$ cat config.mk
export PLATFORM = sky130hd
export DESIGN_NAME = counter_load_ctrl_flat
export DESIGN_NICKNAME = d
export VERILOG_FILES = /design/src/rtl/counter_load_ctrl_if.sv /design/src/rtl/counter_load_ctrl.sv /design/src/flat_wrapper.sv
export SDC_FILE = /design/constraint.sdc
export NUM_CORES = 1
export LEC_CHECK = 0
export BUFFER_PORTS_ARGS = -buffer_cell sky130_fd_sc_hd__buf_2
export CAP_MARGIN = 20
export CORE_MARGIN = 2
export CORE_UTILIZATION = 35
export DETAILED_ROUTE_END_ITERATION = 7
export SLEW_MARGIN = 40
export SYNTH_ARGS = -nofsm -noshare
export SYNTH_HDL_FRONTEND = slang
export SYNTH_SLANG_ARGS = --single-unit
export TNS_END_PERCENT = 1
$ cat constraint.sdc
create_clock -name clk -period 6.7 [get_ports clk]
set_clock_uncertainty 0.1 [all_clocks]
set_input_delay 1.34 -clock clk [delete_from_list [all_inputs] [get_ports clk]]
set_output_delay 1.34 -clock clk [all_outputs]
set_load 0.005 [all_outputs]
$ cat src/rtl/counter_load_ctrl_if.sv
`timescale 1ns/1ps
// -----------------------------------------------------------------------------
// counter_load_ctrl_if
//
// Request/status channel between the sequencing logic (master) and the
// counter load controller (slave).
//
// Signals
//   req_valid  master -> slave  request present
//   req_ready  slave  -> master controller can accept a request
//   req_load   master -> slave  value to load into the counter
//   req_match  master -> slave  data_cnt value that completes the request
//   abort      master -> slave  cancel the request in progress
//   busy       slave  -> master request in progress (LOAD or WAIT)
//   done       slave  -> master one-cycle pulse: match reached
//   timeout    slave  -> master one-cycle pulse: wait budget expired
//   last_cnt   slave  -> master data_cnt captured at done or timeout
// -----------------------------------------------------------------------------
interface counter_load_ctrl_if;
    logic       req_valid;
    logic       req_ready;
    logic [7:0] req_load;
    logic [7:0] req_match;
    logic       abort;
    logic       busy;
    logic       done;
    logic       timeout;
    logic [7:0] last_cnt;

    // Sequencing logic side.
    modport master (
        output req_valid,
        output req_load,
        output req_match,
        output abort,
        input  req_ready,
        input  busy,
        input  done,
        input  timeout,
        input  last_cnt
    );

    // Controller side.
    modport slave (
        input  req_valid,
        input  req_load,
        input  req_match,
        input  abort,
        output req_ready,
        output busy,
        output done,
        output timeout,
        output last_cnt
    );
endinterface : counter_load_ctrl_if

$ cat src/rtl/counter_load_ctrl.sv
`timescale 1ns/1ps
// -----------------------------------------------------------------------------
// counter_load_ctrl
//
// Initiator side of the counter load interface. A request (load value plus
// match value) is accepted over a valid/ready handshake, a single-cycle wr
// strobe carries the load value into the counter, and the controller then
// watches data_cnt until it equals the match value (done) or the wait budget
// runs out (timeout). The request can be cancelled with abort while waiting.
//
// Parameters
//   TIMEOUT     number of WAIT cycles allowed before timeout, 1..65535
//
// Ports
//   clk         single clock, rising edge
//   reset       asynchronous, active-high reset
//   io_req      request/status channel (slave modport)
//   o_wr        load strobe to the counter, one cycle wide
//   o_wdata     load value to the counter, 8'h00 whenever o_wr is low
//   i_data_cnt  counter output
//
// All outputs are registered except io_req.req_ready, which is decoded from
// the state register.
// -----------------------------------------------------------------------------
module counter_load_ctrl #(
    parameter int unsigned TIMEOUT = 255
) (
    input  logic                      clk,
    input  logic                      reset,
    counter_load_ctrl_if.slave        io_req,
    output logic                      o_wr,
    output logic [7:0]                o_wdata,
    input  logic [7:0]                i_data_cnt
);

    typedef enum logic [1:0] {
        ST_IDLE = 2'd0,
        ST_LOAD = 2'd1,
        ST_WAIT = 2'd2
    } state_t;

    // Timer value seen in the last permitted WAIT cycle.
    localparam logic [15:0] TIMER_LAST = 16'(TIMEOUT - 1);

    state_t      r_state;
    logic [15:0] r_timer;
    logic [7:0]  r_match;
    logic [7:0]  r_last_cnt;
    logic        r_wr;
    logic [7:0]  r_wdata;
    logic        r_done;
    logic        r_timeout;
    logic        r_busy;

    logic        w_req_ready;
    logic        w_accept;
    logic        w_match;
    logic        w_timer_last;

    // NOTE: ready is a pure decode of the state register through a continuous
    // assignment, so it has a value on every path and cannot become a latch.
    assign w_req_ready  = (r_state == ST_IDLE);
    assign w_accept     = io_req.req_valid && w_req_ready;
    assign w_match      = (i_data_cnt == r_match);
    assign w_timer_last = (r_timer == TIMER_LAST);

    // -------------------------------------------------------------------------
    // Controller FSM with registered outputs.
    //
    // The load value is registered straight into r_wdata at the accept edge:
    // r_wdata is the load holding register for the single LOAD cycle and is
    // zeroed by the default below as soon as LOAD ends, so no separate copy of
    // the load value is kept.
    //
    // In the first WAIT cycle the counter already shows the loaded value (it
    // registers wr on the edge that ends LOAD), so the compare starts there.
    // -------------------------------------------------------------------------
    // NOTE: every state register here uses non-blocking assignment so all of
    // them update together from the pre-edge values, like real flops.
    always_ff @(posedge clk or posedge reset) begin
        if (reset) begin
            r_state    <= ST_IDLE;
            r_timer    <= 16'd0;
            r_match    <= 8'h00;
            r_last_cnt <= 8'h00;
            r_wr       <= 1'b0;
            r_wdata    <= 8'h00;
            r_done     <= 1'b0;
            r_timeout  <= 1'b0;
            r_busy     <= 1'b0;
        end else begin
            // Pulses and the write strobe are single-cycle unless re-armed.
            r_wr      <= 1'b0;
            r_wdata   <= 8'h00;
            r_done    <= 1'b0;
            r_timeout <= 1'b0;

            case (r_state)
                ST_IDLE: begin
                    if (w_accept) begin
                        r_match <= io_req.req_match;
                        r_wr    <= 1'b1;
                        r_wdata <= io_req.req_load;
                        r_busy  <= 1'b1;
                        r_state <= ST_LOAD;
                    end
                end

                ST_LOAD: begin
                    // abort is deliberately not looked at: the write that is
                    // already on the bus always completes.
                    r_timer <= 16'd0;
                    r_state <= ST_WAIT;
                end

                ST_WAIT: begin
                    // Priority: match, then abort, then timeout.
                    if (w_match) begin
                        r_done     <= 1'b1;
                        r_last_cnt <= i_data_cnt;
                        r_busy     <= 1'b0;
                        r_state    <= ST_IDLE;
                    end else if (io_req.abort) begin
                        r_busy  <= 1'b0;
                        r_state <= ST_IDLE;
                    end else if (w_timer_last) begin
                        r_timeout  <= 1'b1;
                        r_last_cnt <= i_data_cnt;
                        r_busy     <= 1'b0;
                        r_state    <= ST_IDLE;
                    end else begin
                        r_timer <= r_timer + 16'd1;
                    end
                end

                default: begin
                    r_busy  <= 1'b0;
                    r_state <= ST_IDLE;
                end
            endcase
        end
    end

    assign io_req.req_ready = w_req_ready;
    assign io_req.busy      = r_busy;
    assign io_req.done      = r_done;
    assign io_req.timeout   = r_timeout;
    assign io_req.last_cnt  = r_last_cnt;
    assign o_wr             = r_wr;
    assign o_wdata          = r_wdata;

endmodule : counter_load_ctrl

$ cat src/flat_wrapper.sv
// flat-port wrapper written by rule: the top's interface ports become plain ports
module counter_load_ctrl_flat 
#(
    parameter int unsigned TIMEOUT = 255
)
  (clk, reset, o_wr, o_wdata, i_data_cnt, io_req_req_valid, io_req_req_load, io_req_req_match, io_req_abort, io_req_req_ready, io_req_busy, io_req_done, io_req_timeout, io_req_last_cnt);
  counter_load_ctrl_if io_req_i ();
  input  logic clk;
  input  logic reset;
  output logic o_wr;
  output logic [7:0] o_wdata;
  input  logic [7:0] i_data_cnt;
  input wire logic [$bits(io_req_i.req_valid)-1:0] io_req_req_valid;
  input wire logic [$bits(io_req_i.req_load)-1:0] io_req_req_load;
  input wire logic [$bits(io_req_i.req_match)-1:0] io_req_req_match;
  input wire logic [$bits(io_req_i.abort)-1:0] io_req_abort;
  output wire logic [$bits(io_req_i.req_ready)-1:0] io_req_req_ready;
  output wire logic [$bits(io_req_i.busy)-1:0] io_req_busy;
  output wire logic [$bits(io_req_i.done)-1:0] io_req_done;
  output wire logic [$bits(io_req_i.timeout)-1:0] io_req_timeout;
  output wire logic [$bits(io_req_i.last_cnt)-1:0] io_req_last_cnt;
  assign io_req_i.req_valid = io_req_req_valid;
  assign io_req_i.req_load = io_req_req_load;
  assign io_req_i.req_match = io_req_req_match;
  assign io_req_i.abort = io_req_abort;
  assign io_req_req_ready = io_req_i.req_ready;
  assign io_req_busy = io_req_i.busy;
  assign io_req_done = io_req_i.done;
  assign io_req_timeout = io_req_i.timeout;
  assign io_req_last_cnt = io_req_i.last_cnt;
  counter_load_ctrl #(.TIMEOUT(TIMEOUT)) u_core (.clk(clk), .reset(reset), .io_req(io_req_i), .o_wr(o_wr), .o_wdata(o_wdata), .i_data_cnt(i_data_cnt));
endmodule
==> results of run 1 <==
==> cells by family after synthesis <==
logic type                 count (synthesis)  synth area share
and+or+nand+nor                           70             0.178
muxes                                     26             0.146
adders and majority gates                  2            0.0118
buffers and inverters                     12            0.0247
DFF                                       46             0.541
xor gates and xnor gates                   8            0.0329
AOI/OAI and AO/OA                         17            0.0653
==> state kept, by name, indices dropped and copies added, names as in the netlist <==
register,cells
u_core.io_req.done,1
u_core.io_req.timeout,1
u_core.io_req.last_cnt,8
u_core.r_match,8
u_core.io_req.busy,1
u_core.r_timer,16
u_core.o_wr,1
u_core.o_wdata,8
u_core.r_state,2
==> power by group <==
part           switching [mW]  internal [mW]
clock network          0.0969         0.0746
logic                  0.0985          0.106
registers              0.0506          0.343
==> per-layer routing <==
| metal | track usage | wire length (um) | vias to the layer above |
|---|---|---|---|
| met2 | 0.207 | 1970 | 43 |
| met5 | 0 | 0 | - |
| li1 | - | - | 753 |
| met3 | 0.0297 | 271 | 4 |
| met4 | 0.0350 | 42 | 0 |
| met1 | 0.169 | 1880 | 742 |
==> area by class of cell <==
type | count | area (um^2)
Clock buffer | 5 | 68.8
Clock inverter | 3 | 23.8
Timing Repair Buffer | 49 | 248
Multi-Input combinational cell | 123 | 930
Sequential cell | 46 | 1150
Fill cell | 583 | 3350
Inverter | 4 | 17.5
Tap cell | 75 | 93.8
==> worst reg2reg max path, cell delays in order, from the launching register on <==
cell	delay, ns
dfrtp_1	0.45
or4b_1	0.58
or4b_1	0.50
or4_1	0.44
a21o_1	0.37
mux2_4	0.36
==> worst min path at each step <==
stage,end,slack [ns]
global route,u_core.r_timer[12],0.44
finish,u_core.r_timer[12],0.41
CTS,u_core.io_req.last_cnt[6],0.42
detailed placement,u_core.io_req.last_cnt[1],0.40
floorplan,u_core.r_timer[12],0.36
global placement,u_core.io_req.last_cnt[2],0.39
==> per-stage QoR <==
stage / instance area, um^2 / std cells / utilization
floorplan: 2130 / 181 / -
global placement: 2430 / 297 / 0.413
detailed placement: 2440 / 297 / 0.415
CTS: 2530 / 305 / 0.430
global route: 2530 / 305 / 0.430
finish: 2530 / 305 / 0.430
==> cells in the final DEF (no fill, tap or decap), types with 2 or more instances in the layout <==
| cell | Yosys | routed |
|---|---|---|
| nand4_1 | 3 | 3 |
| o221ai_1 | 2 | 2 |
| ha_1 | 2 | 2 |
| mux2_4 | 8 | 8 |
| xor2_1 | 8 | 8 |
| inv_1 | 4 | 3 |
| dfrtp_1 | 46 | 46 |
| nor2_1 | 4 | 4 |
| nand3_1 | 4 | 4 |
| buf_2 | 0 | 48 |
| and2_1 | 2 | 2 |
| nor4_1 | 6 | 5 |
| clkbuf_8 | 0 | 5 |
| nand2_1 | 21 | 21 |
| mux2_2 | 8 | 8 |
| and3_1 | 10 | 10 |
| mux2i_1 | 10 | 10 |
| or4b_1 | 2 | 2 |
| o311ai_0 | 4 | 4 |
| nor3_1 | 8 | 8 |
| nand2b_1 | 4 | 4 |
| clkinvlp_4 | 0 | 2 |
| o41ai_1 | 2 | 2 |
==> summary.md, run 1 <==
| Metric | Value |
|---|---|
| Status | finished clean |
| Post-synth EDFFs | 0 |
| Slack of the critical path | 3.68 ns |
| Highest Clock Rate | 331 MHz |
| CP required | 6.78 ns |
| Ys flop type | dfrtp_1 |
| TNS Setup | 0 ns |
| Synth Cell Area | 2130 um^2 |
| Max IR drop VDD | 0.000104 V |
| # DRC | 0 |
| Element type at the critical path start | input port |
| NumNets Final | 259 |
| Worst Tran Pin Value | 0.602 ns |
| Crit path max-delay family | simple AND/OR/NAND/NOR gates |
| Clock-pin slew on the worst setup and hold paths | 0.09 ns |
| Max Cap Viol | 0 |
| Tightest Hold Check Type | reg2reg |
| Drt via density | 5.06 |
| Rel. slew slack | 0.595 |
| Slew Limit Fails | 0 |
| Min cycle time layout | 3.02 ns |
| Post-synthesis sequential area ratio | 0.541 |
| Power Total | 0.770 mW |
| Placement Setup Slack | 3.37 ns |
| Hold_sp | u_core.r_timer[12] |
| Critical Path Source | i_data_cnt[4] |
| Largest net degree at the start of global routing | 47 |
| GPL Wtd Cong | 0.809 |
| Most frequent cells after synthesis | dfrtp_1, nand2_1, and3_1, mux2i_1 |
| Vias | 1,542 |
| Post-synthesis async set-or-reset flop share | 1.00 |
| Share of cells above drive strength 1 | 0.343 |
| GRT Util Overall | 0.127 |
| First-pass GRT wire length | 6530 um |
| Leading cell types by total area after synthesis | dfrtp_1, mux2_4, mux2i_1 |
| Die height | 82.0 um |
| RSZ-0062 raised after global routing | false |
| Htree depth | 2 |
| Mapped Cells | 181 |
| CP max FO | 22 |
| Count leader, synth | dfrtp_1 |
| Hold Path Depth | 1 |
| Pwr/cell area | 304 nW/um^2 |
| R2R Path Start | u_core.r_timer[8] |
| Clock net sink count | 46 |
| Worst EP arrival | 3.10 ns |
| CTS tree | yes |
| Initial DRC count | 71 |
| Worst stage delay on the critical path | 0.74 ns |
| GRT overflow | 0 |
| Reg-to-reg slack, setup | 3.79 ns |
| Warnings from Yosys | 0 |
| Synthesized netlist net count | 211 |
| Worst-Skew Late Latency | 0.30 ns |
| HPWL Detailed | 3020 um |
| CTS buffer count | 5 |
| DIE AREA | 6720 um^2 |
| Area of the core | 5890 um^2 |
| Num ports | 49 |
| Ant diodes | 0 |
| #FFs+latches synth | 46 |
| R2R cell count | 5 |
| Vias in the first global route | 1,392 |
| First-pass detailed-route iteration total | 4 |
| Routed Antenna Nets | 0 |
| Sum of buffers and inverters on the critical path | 1 |
| Cell leakage power | 1.20 nW |
| Crit Path Class | in2reg |
| # rows | 28 |
| Post-CTS Hold Buffers | 0 |
| Area growth, synth to finish | 19.1% |
| Final Hold Fails | 0 |
| Reg2reg end | u_core.io_req.last_cnt[2] |
| Longest Clk Path Bufs | 2 |
| Post-synth cell types | 37 |
| CP max stage cell | or4b_2 |
| Final setup fails | 0 |
| Leading area contributor after synthesis | dfrtp_1 |
| PostCTS Resize Cnt | 0 |
| Crit share post-route | 0.451 |
| Critical path, cell by cell | buf_2, xor2_1, nor4_1, a211o_1, or4b_2, o311ai_0 |
| Crit end category | flip-flop |
| Worst path depth | 6 |
| Total setup buffers inserted after CTS | 0 |
| Root buf cell | clkbuf_8 |
| Avg WL per Cell | 13.6 um |
| Top-area cell type share of the netlist area | 0.541 |
| Buffers on Ports | 48 |
| Drt total wl | 4160 um |
| Final hold slack | 0.412 ns |
| CP endpoint | u_core.r_timer[15] |
| Initial Utilization | 0.361 |
| Die X | 82.0 um |
| Antenna violations before repair | 0 |
| Mapped Avg Cell Area | 11.8 um^2 |
Power figures use the tool's default switching activity.
==> run 2: changes to the inputs <==
==> constraint.sdc (replaced) <==
create_clock -name clk -period 2.4 [get_ports clk]
set_clock_uncertainty 0.1 [all_clocks]
set_input_delay 0.48 -clock clk [delete_from_list [all_inputs] [get_ports clk]]
set_output_delay 0.48 -clock clk [all_outputs]
set_load 0.005 [all_outputs]
==> run 2 against run 1 <==
Effect of this change: the run now ends with negative setup slack left; utilization increased by 3.0 points; die area unchanged; register-to-register slack got worse by 4.1 ns; first-iteration DRC count increased by 14%; flip-flop and latch count unchanged; non-clock buffer count increased by 20; clock power increased to 3.4 times the previous value; sequential share of layout area decreased by 3.0 points; global-route usage increased by 1.7 points; via count increased by 4.3%; critical path type is now reg2reg.
==> summary.md, run 2 (synthesized netlist as in run 1, its figures left out) <==
| Metric | Value |
|---|---|
| DIE AREA | 6720 um^2 |
| Highest Clock Rate | 368 MHz |
| Post-CTS Hold Buffers | 0 |
| Avg WL per Cell | 14.3 um |
| RSZ-0062 raised after global routing | true |
| Vias | 1,608 |
| HPWL Detailed | 3410 um |
| Initial DRC count | 81 |
| Area of the core | 5890 um^2 |
| Worst EP arrival | 2.81 ns |
| CTS tree | yes |
| Clock net sink count | 46 |
| Pwr/cell area | 868 nW/um^2 |
| First-pass GRT wire length | 7200 um |
| Antenna violations before repair | 0 |
| Commonest non-fill, non-tap cell in the layout | buf_2 |
| Final hold slack | 0.0547 ns |
| Longest Clk Path Bufs | 2 |
| Area growth, synth to finish | 27.4% |
| Share of cells above drive strength 1 | 0.404 |
| GPL Wtd Cong | 0.845 |
| Worst-Skew Late Latency | 0.30 ns |
| GRT Util Overall | 0.144 |
| Crit share post-route | 1.13 |
| Die height | 82.0 um |
| Slack of the critical path | -0.315 ns |
| Total setup buffers inserted after CTS | 0 |
| Status | finished with violations |
| Slew Limit Fails | 0 |
| CP required | 2.49 ns |
| Final Core Density | 0.460 |
| Ant diodes | 0 |
| CTS buffer count | 5 |
| Most frequent cells in the layout | buf_2, dfrtp_1, nand2_1, buf_4 |
| # DRC | 0 |
| Drt total wl | 4650 um |
| Max FFs per register | 16 |
| Drt via density | 4.95 |
| Rel. slew slack | 0.579 |
| Htree depth | 2 |
| Biggest register | u_core.r_timer |
| Final setup fails | 8 |
| Num ports | 49 |
| CP max FO | 8 |
| Max Cap Viol | 0 |
| # rows | 28 |
| Final Hold Fails | 0 |
| Failing checks | negative setup slack |
| Reg area | 1150 um^2 |
| Element type at the critical path start | flip-flop |
| Routed Antenna Nets | 0 |
| Initial Utilization | 0.361 |
| Max IR drop VDD | 0.000424 V |
| Crit end category | flip-flop |
| TNS Setup | -2.45 ns |
| NumNets Final | 279 |
| Largest net degree at the start of global routing | 21 |
| Crit Path Class | reg2reg |
| Buffers on Ports | 48 |
| Min cycle time layout | 2.71 ns |
| Clock-pin slew on the worst setup and hold paths | 0.09 ns |
| Layout fillers | 564 |
| GRT overflow | 0 |
| Cell leakage power | 1.32 nW |
| Worst Tran Pin Value | 0.632 ns |
| Tightest Hold Check Type | in2async |
| Multi-input logic area | 942 um^2 |
| Root buf cell | clkbuf_8 |
| Vias in the first global route | 1,493 |
| Die X | 82.0 um |
| First-pass detailed-route iteration total | 5 |
==> run 2: changes by cell type in the layout (fill, tap and decap cells not counted), sizes merged <==
cell / change
buf: +20
inv: -1
clkbuf: +1
bufinv: +1
clkinvlp: -1
==> run 2: area by class of cell <==
class	instances	share of cell area
Timing Repair Buffer	69	0.147
Inverter	4	0.00554
Multi-Input combinational cell	123	0.348
Clock inverter	2	0.0139
Tap cell	75	0.0346
Sequential cell	46	0.425
Clock buffer	6	0.0268
==> run 2: power breakdown <==
| group | internal, mW | switching, mW | leakage [nW] |
|---|---|---|---|
| clock | 0.311 | 0.276 | 0.0514 |
| sequential | 0.958 | 0.114 | 0.602 |
| combinational | 0.367 | 0.326 | 0.668 |
==> run 2: through the flow <==
| step | total power [mW] | area (um^2) | instances | setup WS (ns) |
|---|---|---|---|---|
| after global placement | 1.76 | 2580 | 317 | -0.316 |
| after detailed placement | 1.78 | 2580 | 317 | -0.361 |
| final | 2.35 | 2710 | 325 | -0.315 |
| after floorplan | 1.49 | 2130 | 181 | -0.246 |
| after global routing | 2.50 | 2710 | 325 | -0.342 |
| after CTS | 2.36 | 2700 | 325 | -0.277 |
==> run 2: layer usage <==
metal  share of wire  global-route usage  up-vias
li1                -                   -      796
met1            0.47               0.192      774
met2            0.48               0.224       34
met3           0.048              0.0418        4
met4           0.011              0.0450        0
met5               0                   0        -
==> run 2: critical path: stages (launching register included) <==
cell and delay (ns):
dfrtp_1 0.39, or4b_4 0.54, or4b_4 0.53, or4_4 0.44, a21o_4 0.29, mux2_4 0.31
==> run 2: path summary, 6_finish.rpt <==
kind / cells after the start / slack, ns / from / endpoint
worst max-delay path: 5 / -0.31 / u_core.r_timer[14] / u_core.io_req.last_cnt[6]
worst min-delay path: 2 / 0.05 / reset / u_core.o_wr
max in group asynchronous: 3 / 1.60 / reset / u_core.r_timer[11]
worst max register to register: 5 / -0.31 / u_core.r_timer[14] / u_core.io_req.last_cnt[6]
min in group clk: 2 / 0.30 / io_req_req_match[3] / u_core.r_match[3]
worst min register to register: 1 / 0.42 / u_core.io_req.last_cnt[1] / u_core.io_req.last_cnt[1]
==> run 2: timing repair <==
| action | 4_1_cts | 5_1_grt |
|---|---|---|
| setup endpoints to repair | 8 | 8 |
| gates resized for setup | 2 | 3 |
| endpoints found under the hold margin | 0 | 0 |
| pin swaps | 1 | 2 |
==> run 3: changes to the inputs <==
==> constraint.sdc (replaced) <==
create_clock -name clk -period 2.5 [get_ports clk]
set_clock_uncertainty 0.1 [all_clocks]
set_input_delay 0.5 -clock clk [delete_from_list [all_inputs] [get_ports clk]]
set_output_delay 0.5 -clock clk [all_outputs]
set_load 0.005 [all_outputs]
==> run 3 against run 2 <==
Effect of this change: the run still ends with negative setup slack left; sequential share of layout area increased by 0.66 points; setup slack better by 0.13 ns; final area decreased by 1.5%; via count shrank 0.81%; final cell count down 1.5%; sequential power hardly changed; non-clock buffer count decreased by 5; critical path depth did not move; maximum frequency rose by 1.3%; total power decreased by 8.3%; clock-buffer cell count is 1 lower; largest power group unchanged; global-route usage is 0.13 points higher.
==> summary.md, run 3 (synthesized netlist as in run 1, its figures left out) <==
| Metric | Value |
|---|---|
| Status | finished with violations |
| Failing checks | negative setup slack |
| Crit end category | flip-flop |
| Power Total | 2.16 mW |
| Longest Clk Path Bufs | 2 |
| Max IR drop VDD | 0.000372 V |
| CTS tree | yes |
| Max FFs per register | 16 |
| Share of cells above drive strength 1 | 0.396 |
| Final hold slack | 0.227 ns |
| Htree depth | 2 |
| Crit Path Class | reg2reg |
| TNS Setup | -1.39 ns |
| DIE AREA | 6720 um^2 |
| Worst stage delay on the critical path | 0.54 ns |
| Most frequent CP cell | or4b_4 |
| Worst Tran Pin Value | 0.580 ns |
| Initial Utilization | 0.361 |
| Clock-pin slew on the worst setup and hold paths | 0.09 ns |
| # rows | 28 |
| Vias in the first global route | 1,520 |
| Max Cap Viol | 0 |
| GRT overflow | 0 |
| Min cycle time layout | 2.68 ns |
| Antenna violations before repair | 0 |
| Crit path max-delay family | simple AND/OR/NAND/NOR gates |
| Num ports | 49 |
| Area of the core | 5890 um^2 |
| CP required | 2.59 ns |
| Slack of the critical path | -0.180 ns |
| Pwr/cell area | 808 nW/um^2 |
| Avg WL per Cell | 14.1 um |
| HPWL Detailed | 3270 um |
| CP max stage cell | or4b_4 |
| Vias | 1,595 |
| Slew Limit Fails | 0 |
| CTS buffer count | 5 |
| Routed Antenna Nets | 0 |
| Final setup fails | 8 |
| # DRC | 0 |
| Tightest Hold Check Type | in2async |
| Die X | 82.0 um |
| Most frequent cells in the layout | buf_2, dfrtp_1, nand2_1 |
| First-pass GRT wire length | 7310 um |
| Drt via density | 4.98 |
| Die height | 82.0 um |
| Largest net degree at the start of global routing | 47 |
| Clock net sink count | 46 |
| Design area | 2670 um^2 |
| Final Hold Fails | 0 |
| GRT Util Overall | 0.145 |
| Post-CTS Hold Buffers | 0 |
| Element type at the critical path start | flip-flop |
| Biggest register | u_core.r_timer |
| Worst-Skew Late Latency | 0.31 ns |
| Worst EP arrival | 2.77 ns |
| Rel. slew slack | 0.613 |
| R2R cell count | 5 |
| Highest Clock Rate | 373 MHz |
| RSZ-0062 raised after global routing | true |
| Critical path, cell by cell | or4b_4, or4b_4, or4_4, a21o_4, mux2_4 |
| Placement Setup Slack | -0.246 ns |
| Buffers on Ports | 48 |
| Crit share post-route | 1.07 |
| Drt total wl | 4500 um |
| NumNets Final | 274 |
| Root buf cell | clkbuf_8 |
| Cell leakage power | 1.30 nW |
| Commonest non-fill, non-tap cell in the layout | buf_2 |
| Area growth, synth to finish | 25.5% |
| Ant diodes | 0 |
| Worst path depth | 5 |
| Post-DP Area | 2560 um^2 |
| Initial DRC count | 54 |
| Sum of buffers and inverters on the critical path | 0 |
| GPL Wtd Cong | 0.836 |
| CP max FO | 8 |
| First-pass detailed-route iteration total | 4 |
| Total setup buffers inserted after CTS | 0 |
==> run 3: final timing paths <==
kind / from / endpoint / slack [ns]
max reg2reg: u_core.r_timer[14] / u_core.io_req.last_cnt[6] / -0.18
min in group clk: io_req_req_match[7] / u_core.r_match[7] / 0.32
min reg2reg: u_core.io_req.last_cnt[5] / u_core.io_req.last_cnt[5] / 0.41
min: reset / u_core.o_wr / 0.23
max: u_core.r_timer[14] / u_core.io_req.last_cnt[6] / -0.18
max in group asynchronous: reset / u_core.io_req.done / 1.69
==> run 3: area by class of cell <==
class / count / area [um^2]
Tap cell: 75 / 93.8
Fill cell: 556 / 3220
Timing Repair Buffer: 64 / 373
Clock buffer: 5 / 68.8
Inverter: 4 / 15.0
Sequential cell: 46 / 1150
Multi-Input combinational cell: 123 / 942
Clock inverter: 3 / 25.0
==> run 3: power breakdown <==
group / switching [mW] / leakage [nW] / total, mW / internal, mW
clock: 0.276 / 0.0447 / 0.479 / 0.202
combinational: 0.301 / 0.649 / 0.642 / 0.341
sequential: 0.116 / 0.602 / 1.04 / 0.920
==> run 3: per-layer routing <==
metal / routed length (um) / GRT usage / vias up
met5: 0 / 0 / -
met2: 2140 / 0.217 / 35
met3: 200 / 0.0286 / 7
met1: 2080 / 0.202 / 765
met4: 80 / 0.0650 / 0
li1: - / - / 788
==> run 3: stage by stage <==
step           instances   util
4_1_cts              320  0.453
5_1_grt              320  0.453
3_5_place_dp         312  0.434
6_report             320  0.453
2_1_floorplan        181      -
3_3_place_gp         312  0.434
==> run 3: worst min-delay path: cells and delay by family <==
kind     cells  cell delay [ns]
buf+inv      3             0.60
==> run 3: timing repair <==
action                                  CTS  global route
hold endpoints to repair                  0             0
pin swaps                                 2             2
resized for setup                         5             0
endpoints found under the setup margin    8             8
